--- config.mk ---
export PLATFORM = sky130hd
export DESIGN_NAME = coef_collector
export DESIGN_NICKNAME = d
export VERILOG_FILES = /design/src/rtl/coef_collector.sv
export SDC_FILE = /design/constraint.sdc
export NUM_CORES = 2
export LEC_CHECK = 0
export ABC_AREA = 1
export CAP_MARGIN = 10
export CORE_AREA = 2 2 539 541
export DETAILED_ROUTE_END_ITERATION = 10
export DIE_AREA = 0 0 541 543
export PLACE_DENSITY = 0.46
export RECOVER_POWER = 100
export REMOVE_ABC_BUFFERS = 1
export SYNTH_ARGS = -nofsm -noshare
export SYNTH_HDL_FRONTEND = slang
export SYNTH_SLANG_ARGS = --single-unit
--- constraint.sdc ---
create_clock -name clk -period 6.55 [get_ports clk]
set_input_delay 0.9825 -clock clk [delete_from_list [all_inputs] [get_ports clk]]
set_output_delay 0.9825 -clock clk [all_outputs]
set_load 0.005 [all_outputs]
--- src/rtl/coef_collector.sv ---
// coef_collector: gathers one subgraph's attention coefficients from the
// coefficient FIFO and packs them into a single word for the softmax FIFO.
// The node count comes first from the node-count FIFO. Counts above MAX_NODES
// are clamped to MAX_NODES. Coefficient k goes into the k-th byte slot, counted
// from the MSB. The clamped count sits in the LSB field.
// Optional feature: define COEF_MAX_TRACK_EN to add coef_max_o. This port
// carries the unsigned maximum of the captured coefficients.
module coef_collector #(
    parameter int DATA_WIDTH     = 8,
    parameter int MAX_NODES      = 168,
    parameter int NUM_NODE_WIDTH = $clog2(MAX_NODES),
    parameter int SOFTMAX_WIDTH  = MAX_NODES*DATA_WIDTH+NUM_NODE_WIDTH
) (
    input  logic                      clk,
    input  logic                      rst,
    input  logic [DATA_WIDTH-1:0]     coef_ff_dout,
    input  logic                      coef_ff_empty,
    output logic                      coef_ff_rd_vld,
    input  logic [NUM_NODE_WIDTH-1:0] num_node_ff_dout,
    input  logic                      num_node_ff_empty,
    output logic                      num_node_ff_rd_vld,
    output logic [SOFTMAX_WIDTH-1:0]  sm_ff_din,
    input  logic                      sm_ff_full,
    output logic                      sm_ff_wr_vld,
    output logic                      busy_o
`ifdef COEF_MAX_TRACK_EN
    ,
    output logic [DATA_WIDTH-1:0]     coef_max_o
`endif
);

    // Counters must be able to hold MAX_NODES itself.
    localparam int CNT_W = $clog2(MAX_NODES+1);

    typedef enum logic [1:0] {
        S_IDLE    = 2'd0,
        S_LOAD    = 2'd1,
        S_COLLECT = 2'd2,
        S_WRITE   = 2'd3
    } state_t;

    state_t                   state_q, state_d;
    logic [CNT_W-1:0]         n_q, n_d;
    logic [CNT_W-1:0]         issued_q, issued_d;
    logic [CNT_W-1:0]         capt_q, capt_d;
    logic                     cap_pend_q, cap_pend_d;
    logic                     wr_arm_q, wr_arm_d;
    logic                     busy_q, busy_d;
    logic [SOFTMAX_WIDTH-1:0] vec_q, vec_d;
`ifdef COEF_MAX_TRACK_EN
    logic [DATA_WIDTH-1:0]    max_q, max_d;
`endif

    logic [CNT_W-1:0]          n_sat_s;
    logic [NUM_NODE_WIDTH:0]   n_raw_s;
    logic                      num_rd_s;
    logic                      coef_rd_s;
    logic                      push_s;
    int                        slot_hi_s;

    // Clamp the incoming node count to MAX_NODES.
    always_comb begin
        n_raw_s = {1'b0, num_node_ff_dout};
        if (n_raw_s > (NUM_NODE_WIDTH+1)'(MAX_NODES)) begin
            n_sat_s = CNT_W'(MAX_NODES);
        end else begin
            n_sat_s = CNT_W'(num_node_ff_dout);
        end
    end

    // FIFO handshakes. In LOAD, the first coefficient read already uses the
    // count arriving from the node-count FIFO.
    always_comb begin
        num_rd_s  = 1'b0;
        coef_rd_s = 1'b0;
        push_s    = 1'b0;
        if (rst) begin
            num_rd_s  = 1'b0;
            coef_rd_s = 1'b0;
            push_s    = 1'b0;
        end else begin
            case (state_q)
                S_IDLE:    num_rd_s  = !num_node_ff_empty;
                S_LOAD:    coef_rd_s = (n_sat_s != {CNT_W{1'b0}}) && !coef_ff_empty;
                S_COLLECT: coef_rd_s = (issued_q < n_q) && !coef_ff_empty;
                S_WRITE:   push_s    = wr_arm_q && !sm_ff_full;
                default:   push_s    = 1'b0;
            endcase
        end
    end

    // Next-state logic: capture returning data, sequence the subgraph, clear on push.
    always_comb begin
        state_d    = state_q;
        n_d        = n_q;
        issued_d   = issued_q;
        capt_d     = capt_q;
        cap_pend_d = coef_rd_s;
        wr_arm_d   = wr_arm_q;
        vec_d      = vec_q;
`ifdef COEF_MAX_TRACK_EN
        max_d      = max_q;
`endif
        slot_hi_s  = SOFTMAX_WIDTH - 1 - int'(capt_q) * DATA_WIDTH;

        if (cap_pend_q) begin
            vec_d[slot_hi_s -: DATA_WIDTH] = coef_ff_dout;
            capt_d = capt_q + CNT_W'(1);
`ifdef COEF_MAX_TRACK_EN
            if (coef_ff_dout > max_q) begin
                max_d = coef_ff_dout;
            end else begin
                max_d = max_q;
            end
`endif
        end else begin
            capt_d = capt_q;
        end

        case (state_q)
            S_IDLE: begin
                if (num_rd_s) begin
                    state_d = S_LOAD;
                end else begin
                    state_d = S_IDLE;
                end
            end
            S_LOAD: begin
                n_d      = n_sat_s;
                vec_d[NUM_NODE_WIDTH-1:0] = n_sat_s[NUM_NODE_WIDTH-1:0];
                issued_d = coef_rd_s ? CNT_W'(1) : {CNT_W{1'b0}};
                wr_arm_d = 1'b0;
                if (n_sat_s == {CNT_W{1'b0}}) begin
                    state_d = S_WRITE;
                end else begin
                    state_d = S_COLLECT;
                end
            end
            S_COLLECT: begin
                if (coef_rd_s) begin
                    issued_d = issued_q + CNT_W'(1);
                end else begin
                    issued_d = issued_q;
                end
                if (cap_pend_q && ((capt_q + CNT_W'(1)) == n_q)) begin
                    state_d = S_WRITE;
                end else begin
                    state_d = S_COLLECT;
                end
            end
            S_WRITE: begin
                wr_arm_d = 1'b1;
                if (push_s) begin
                    state_d  = S_IDLE;
                    n_d      = {CNT_W{1'b0}};
                    issued_d = {CNT_W{1'b0}};
                    capt_d   = {CNT_W{1'b0}};
                    wr_arm_d = 1'b0;
                    vec_d    = {SOFTMAX_WIDTH{1'b0}};
`ifdef COEF_MAX_TRACK_EN
                    max_d    = {DATA_WIDTH{1'b0}};
`endif
                end else begin
                    state_d = S_WRITE;
                end
            end
            default: state_d = S_IDLE;
        endcase

        busy_d = (state_d != S_IDLE);
    end

    // State and datapath registers; reset discards any partial subgraph.
    always_ff @(posedge clk) begin
        if (rst) begin
            state_q    <= S_IDLE;
            n_q        <= {CNT_W{1'b0}};
            issued_q   <= {CNT_W{1'b0}};
            capt_q     <= {CNT_W{1'b0}};
            cap_pend_q <= 1'b0;
            wr_arm_q   <= 1'b0;
            busy_q     <= 1'b0;
            vec_q      <= {SOFTMAX_WIDTH{1'b0}};
`ifdef COEF_MAX_TRACK_EN
            max_q      <= {DATA_WIDTH{1'b0}};
`endif
        end else begin
            state_q    <= state_d;
            n_q        <= n_d;
            issued_q   <= issued_d;
            capt_q     <= capt_d;
            cap_pend_q <= cap_pend_d;
            wr_arm_q   <= wr_arm_d;
            busy_q     <= busy_d;
            vec_q      <= vec_d;
`ifdef COEF_MAX_TRACK_EN
            max_q      <= max_d;
`endif
        end
    end

    assign num_node_ff_rd_vld = num_rd_s;
    assign coef_ff_rd_vld     = coef_rd_s;
    assign sm_ff_wr_vld       = push_s;
    assign sm_ff_din          = vec_q;
    assign busy_o             = busy_q;
`ifdef COEF_MAX_TRACK_EN
    assign coef_max_o         = max_q;
`endif

endmodule

==> results <==
- The number of max-cap violations is 6.
- The met1 wire length is 117.0 mm.
- Summing over every cut layer, the via total after detailed routing is 46960.
- The number of global-route vias before repair is 44460.
- The HPWL after detailed placement is approximately 210 mm.
- Internal power comes to 0.01448 W.
- By startpoint and endpoint, the worst setup path is classified as reg -> reg.
- The largest clock skew in the final design is ~0.053 ns.
- The floorplan step set the die height to 543 um.
- The highest attainable clock frequency is approximately 190 MHz.
- The part of the total power dissipated in sequential elements is 0.424.
- The number of primary I/O pins is roughly 1400.
- The worst hold slack is 0.4604 ns.
- The longest clock path from root to sink contains 4 buffers.
- Of the total power, the share spent switching nets is 0.2814.
- The clock-pin slew on the worst setup and hold paths is 0.06 ns.
- Before CTS, the worst setup slack after placement is 1.716 ns.
- The average instance area after synthesis is around 8.3 um2.
- In the final routed layout, each cell accounts on average for approximately 26 um.
- The number of nets with antenna violations after routing is 0.
- The first detailed-routing pass ran for 6 iterations.
- The routed length on met2 is 134.5 mm.
- In this run the horizontal extent of the chip is 541 um.
- The level count of the clock H-tree is 4.
- The switching power is 0.005668 W.
- The checks that failed: capacitance limit, slew limit.
- For this configuration, the core starts out at a cell density of 0.1721.
- The highest layer touched by signal routing is met5.
- TritonCTS built the clock tree.
- The area share of the largest cell type after synthesis is 0.5590.
- Using the TritonRoute via totals, the vias-per-cell ratio works out to ~4.3.
- The critical path capture point type is a register.
- The number of synthesized register bits is 1381.
- Row generation in the floorplan step produced 197 rows.
- The longest individual stage delay on the worst path is 0.87 ns.
- For this design the ratio of total power to cell area is approximately 280 mW/mm2.
- The fraction of the core area covered by cells at the end of the flow is 0.2490.
- The initial detailed-routing violation count is between 3000 and 4000.
- The post-cts hold buffer count is 0.
- In the routed design, unresolved DRC markers number 0.
- Routability-driven placement finished with a final weighted congestion of between 0.8 and 0.9.
- Entering global routing, the biggest net connects 211 pins.
- The share of synthesized registers carrying an async set or reset is 0.
- In this run, post-CTS repair resized a total of 0 instances.
- The most frequent cell on the critical path is nand2_1.
- The number of slew-limit violations in the final report is 200.
- The total met3 wirelength after detailed routing is 23.47 mm.
- Counting flops with a built-in enable in the synthesized netlist gives 0.
- The number of antenna violations at the first check in global routing is 40.
- After the last flow step, the layout net total stands at just over 7000.
- The largest area contributor in the synthesized netlist is dfxtp_1.
- At the pin with the least slew margin, the transition time is 2.218 ns.
- The total number of clock tree sinks is 1381.
- The Yosys step of the flow raised 0 warnings.
- The overall routed net length is 285.4 mm.
- The die covers just under 0.3 mm2.
- The number of setup buffers added after CTS is 0.
- The clock reaches the later pin of the worst-skew pair after about 0.84 ns.
- The signal on the critical path passes through inv_1 -> ha_1 -> nand2_1 -> nand2_1 -> nand2_1 -> nand2_1 -> nand2_1 -> nand2_1 -> nor2_1 -> nand2_1 -> buf_4 -> nor2_1 -> clkbuf_1 -> inv_1 -> o21ai_0 -> nor2_1.
- The share of power burned in combinational logic is 0.098.
- During placement, the flow inserted port buffers numbering 1376.
- The slowest stage of the critical path is the clkbuf_1 cell.
- For this run, the number of standard cells in the final layout without fillers is 11040.
- Data on the critical path is required at its endpoint by 7.25 ns.
- The startpoint class of the critical path is a register.
- The final hold violation count is 0.
- Setup repair after global routing left no endpoint under its margin.
- After synthesis, the netlist uses 38 different library cells.
- CTS placed an instance of clkbuf_16 at the clock tree root.
- The total routing resource utilization after global routing is 0.1848.
- The run finished, with violations left.
- Of the available clock period, the critical path in the final layout requires 0.8039.
- The fraction of power consumed by the clock network is 0.477.
- The kind of cell with the highest combined delay along the critical path is simple AND/OR/NAND/NOR gates.
- The setup slack of the critical path after layout is between 1 and 1.5 ns.
- The worst-case headroom to the max-slew limit is -0.4787.
- The critical path contains buffers and inverters numbering 4 combined.
- Including well taps, the total number of placed cells is approximately 11000.
- The number of clock buffers added by TritonCTS is 170.
- The analysis attributes to cell leakage a power of 29.57 nW.
- For this run the aggregate overflow at the end of global routing stands at 0.
- The number of setup violations in the final report is 0.
- For the worst setup path, the data arrival time is 5.97 ns.
- Adding up every negative setup slack in the final design gives 0 ns.
- The first global-routing pass estimated about 380 mm of wire.
- Across the VDD grid, the largest voltage drop is 176.2 uV.
- Among all flip-flop cells after synthesis, the most frequent one is dfxtp_1.
- The largest fanout of any net on the critical path is 24.
- The area of the placeable core is 0.2874 mm2.
- In the final layout, the share of cells above drive strength 1 is 0.06283.
- In the post-synthesis netlist, the biggest area contributors are dfxtp_1, o21ai_0, a21oi_1, nor2_1, clkbuf_1.
- Relative to the synthesized area, the layout overhead comes to 44.68%.
- The synthesized area is between 0.04 and 0.05 mm2.
- In this run the worst hold path is classified as reg -> reg.
- The register area share after synthesis is 0.5590.
- For the finished layout, the period the worst path requires is between 5 and 6 ns.
- After technology mapping, the gate count stands at 5938.
-- metal layers --
layer,up-vias,track usage
li1,22330,-
met1,22420,0.2219
met2,1838,0.3132
met3,373,0.05369
met4,2,0.06281
met5,-,0
-- cell usage after synthesis (3+ instances only) --
library cell / number
inv_1: 163
clkbuf_1: 280
nor2_4: 82
nand2_1: 274
xor2_1: 8
o22ai_1: 9
nor2_2: 62
nor2_1: 1066
a21oi_1: 917
clkinv_1: 4
nand2_2: 11
nand2_4: 3
nor3_2: 19
nor3_1: 32
o21ai_0: 1189
buf_4: 72
nand4_1: 16
nand3_1: 78
ha_1: 15
o21ai_1: 101
inv_2: 25
buf_6: 12
dfxtp_1: 1381
buf_2: 92
nand4_2: 5
buf_1: 6
-- power groups by stage --
stage	Sequential, W	Combinational [W]	Clock (W)
2_1_floorplan	0.00872	0.00113	0
3_3_place_gp	0.00873	0.00214	0
3_5_place_dp	0.00873	0.00216	0
4_1_cts	0.00855	0.00216	0.00987
5_1_grt	0.00855	0.00216	0.0102
6_report	0.00854	0.00198	0.00962
-- logic make-up after synthesis --
kind of cell	Yosys count	share of synthesized area
AOI/OAI and AO/OA	2219	0.2249
xor gates and xnor gates	11	0.002100
adders and majority gates	15	0.003795
buffers and inverters	656	0.05955
DFF	1381	0.5590
and+or+nand+nor	1656	0.1506
-- cell usage in the layout (no fill, tap or decap), types with 7 or more instances in the layout --
cell / n
inv_6: 14
clkbuf_16: 171
diode_2: 28
nor3_1: 41
buf_4: 58
clkdlybuf4s50_1: 17
bufinv_16: 10
nor2_4: 37
xor2_1: 8
nand3_1: 78
nand2_1: 279
nand4_1: 18
dfxtp_1: 1381
inv_4: 11
clkbuf_1: 31
inv_2: 7
o21ai_0: 1250
inv_1: 165
nor2_2: 17
o21ai_1: 40
ha_1: 15
nor2_1: 1156
clkinv_2: 31
clkbuf_8: 38
dlygate4sd3_1: 1357
a21oi_1: 917
o22ai_1: 9
nor3_2: 11
-- stage by stage --
step / total power, W / instance area [um2]
floorplan: 0.009851 / 47250
global placement: 0.01087 / 66510
detailed placement: 0.01089 / 66520
CTS: 0.02058 / 72140
global route: 0.02090 / 71500
finish: 0.02014 / 71550
-- layout make-up --
type,count,area (um2)
inverters,194,798.3
fillers,31110,215800
repair buffers,1448,14350
diodes,28,70.07
multi-input cells,3901,18330
flip-flops and latches,1381,27650
well taps,3781,4731
clock inverters,66,719.4
clock buffers,236,4903
-- flip-flops by register name (all words and copies together) (netlist names) --
| name | cells |
|---|---|
| sm_ff_din | 1352 |
| capt_q | 8 |
| issued_q | 8 |
| n_q | 8 |
| state_q | 2 |
| busy_o | 1 |
| cap_pend_q | 1 |
| wr_arm_q | 1 |
-- final timing paths --
check	start	end	slack, ns	depth (start not counted)
worst max-delay path	capt_q[0]	sm_ff_din[529]	1.28	16
worst min-delay path	sm_ff_din[646]	sm_ff_din[646]	0.46	2
worst max register to register	capt_q[0]	sm_ff_din[529]	1.28	16
worst min register to register	sm_ff_din[646]	sm_ff_din[646]	0.46	2
-- worst register-to-register path: stages (launching register included) --
cell      delay, ns
dfxtp_1        0.60
inv_1          0.28
ha_1           0.30
nand2_1        0.09
nand2_1        0.07
nand2_1        0.16
nand2_1        0.07
nand2_1        0.06
nand2_1        0.27
nor2_1         0.45
nand2_1        0.56
buf_4          0.52
nor2_1         0.23
clkbuf_1       0.87
inv_1          0.27
o21ai_0        0.27
nor2_1         0.08
Note: power is estimated with default switching activity, not from simulation.
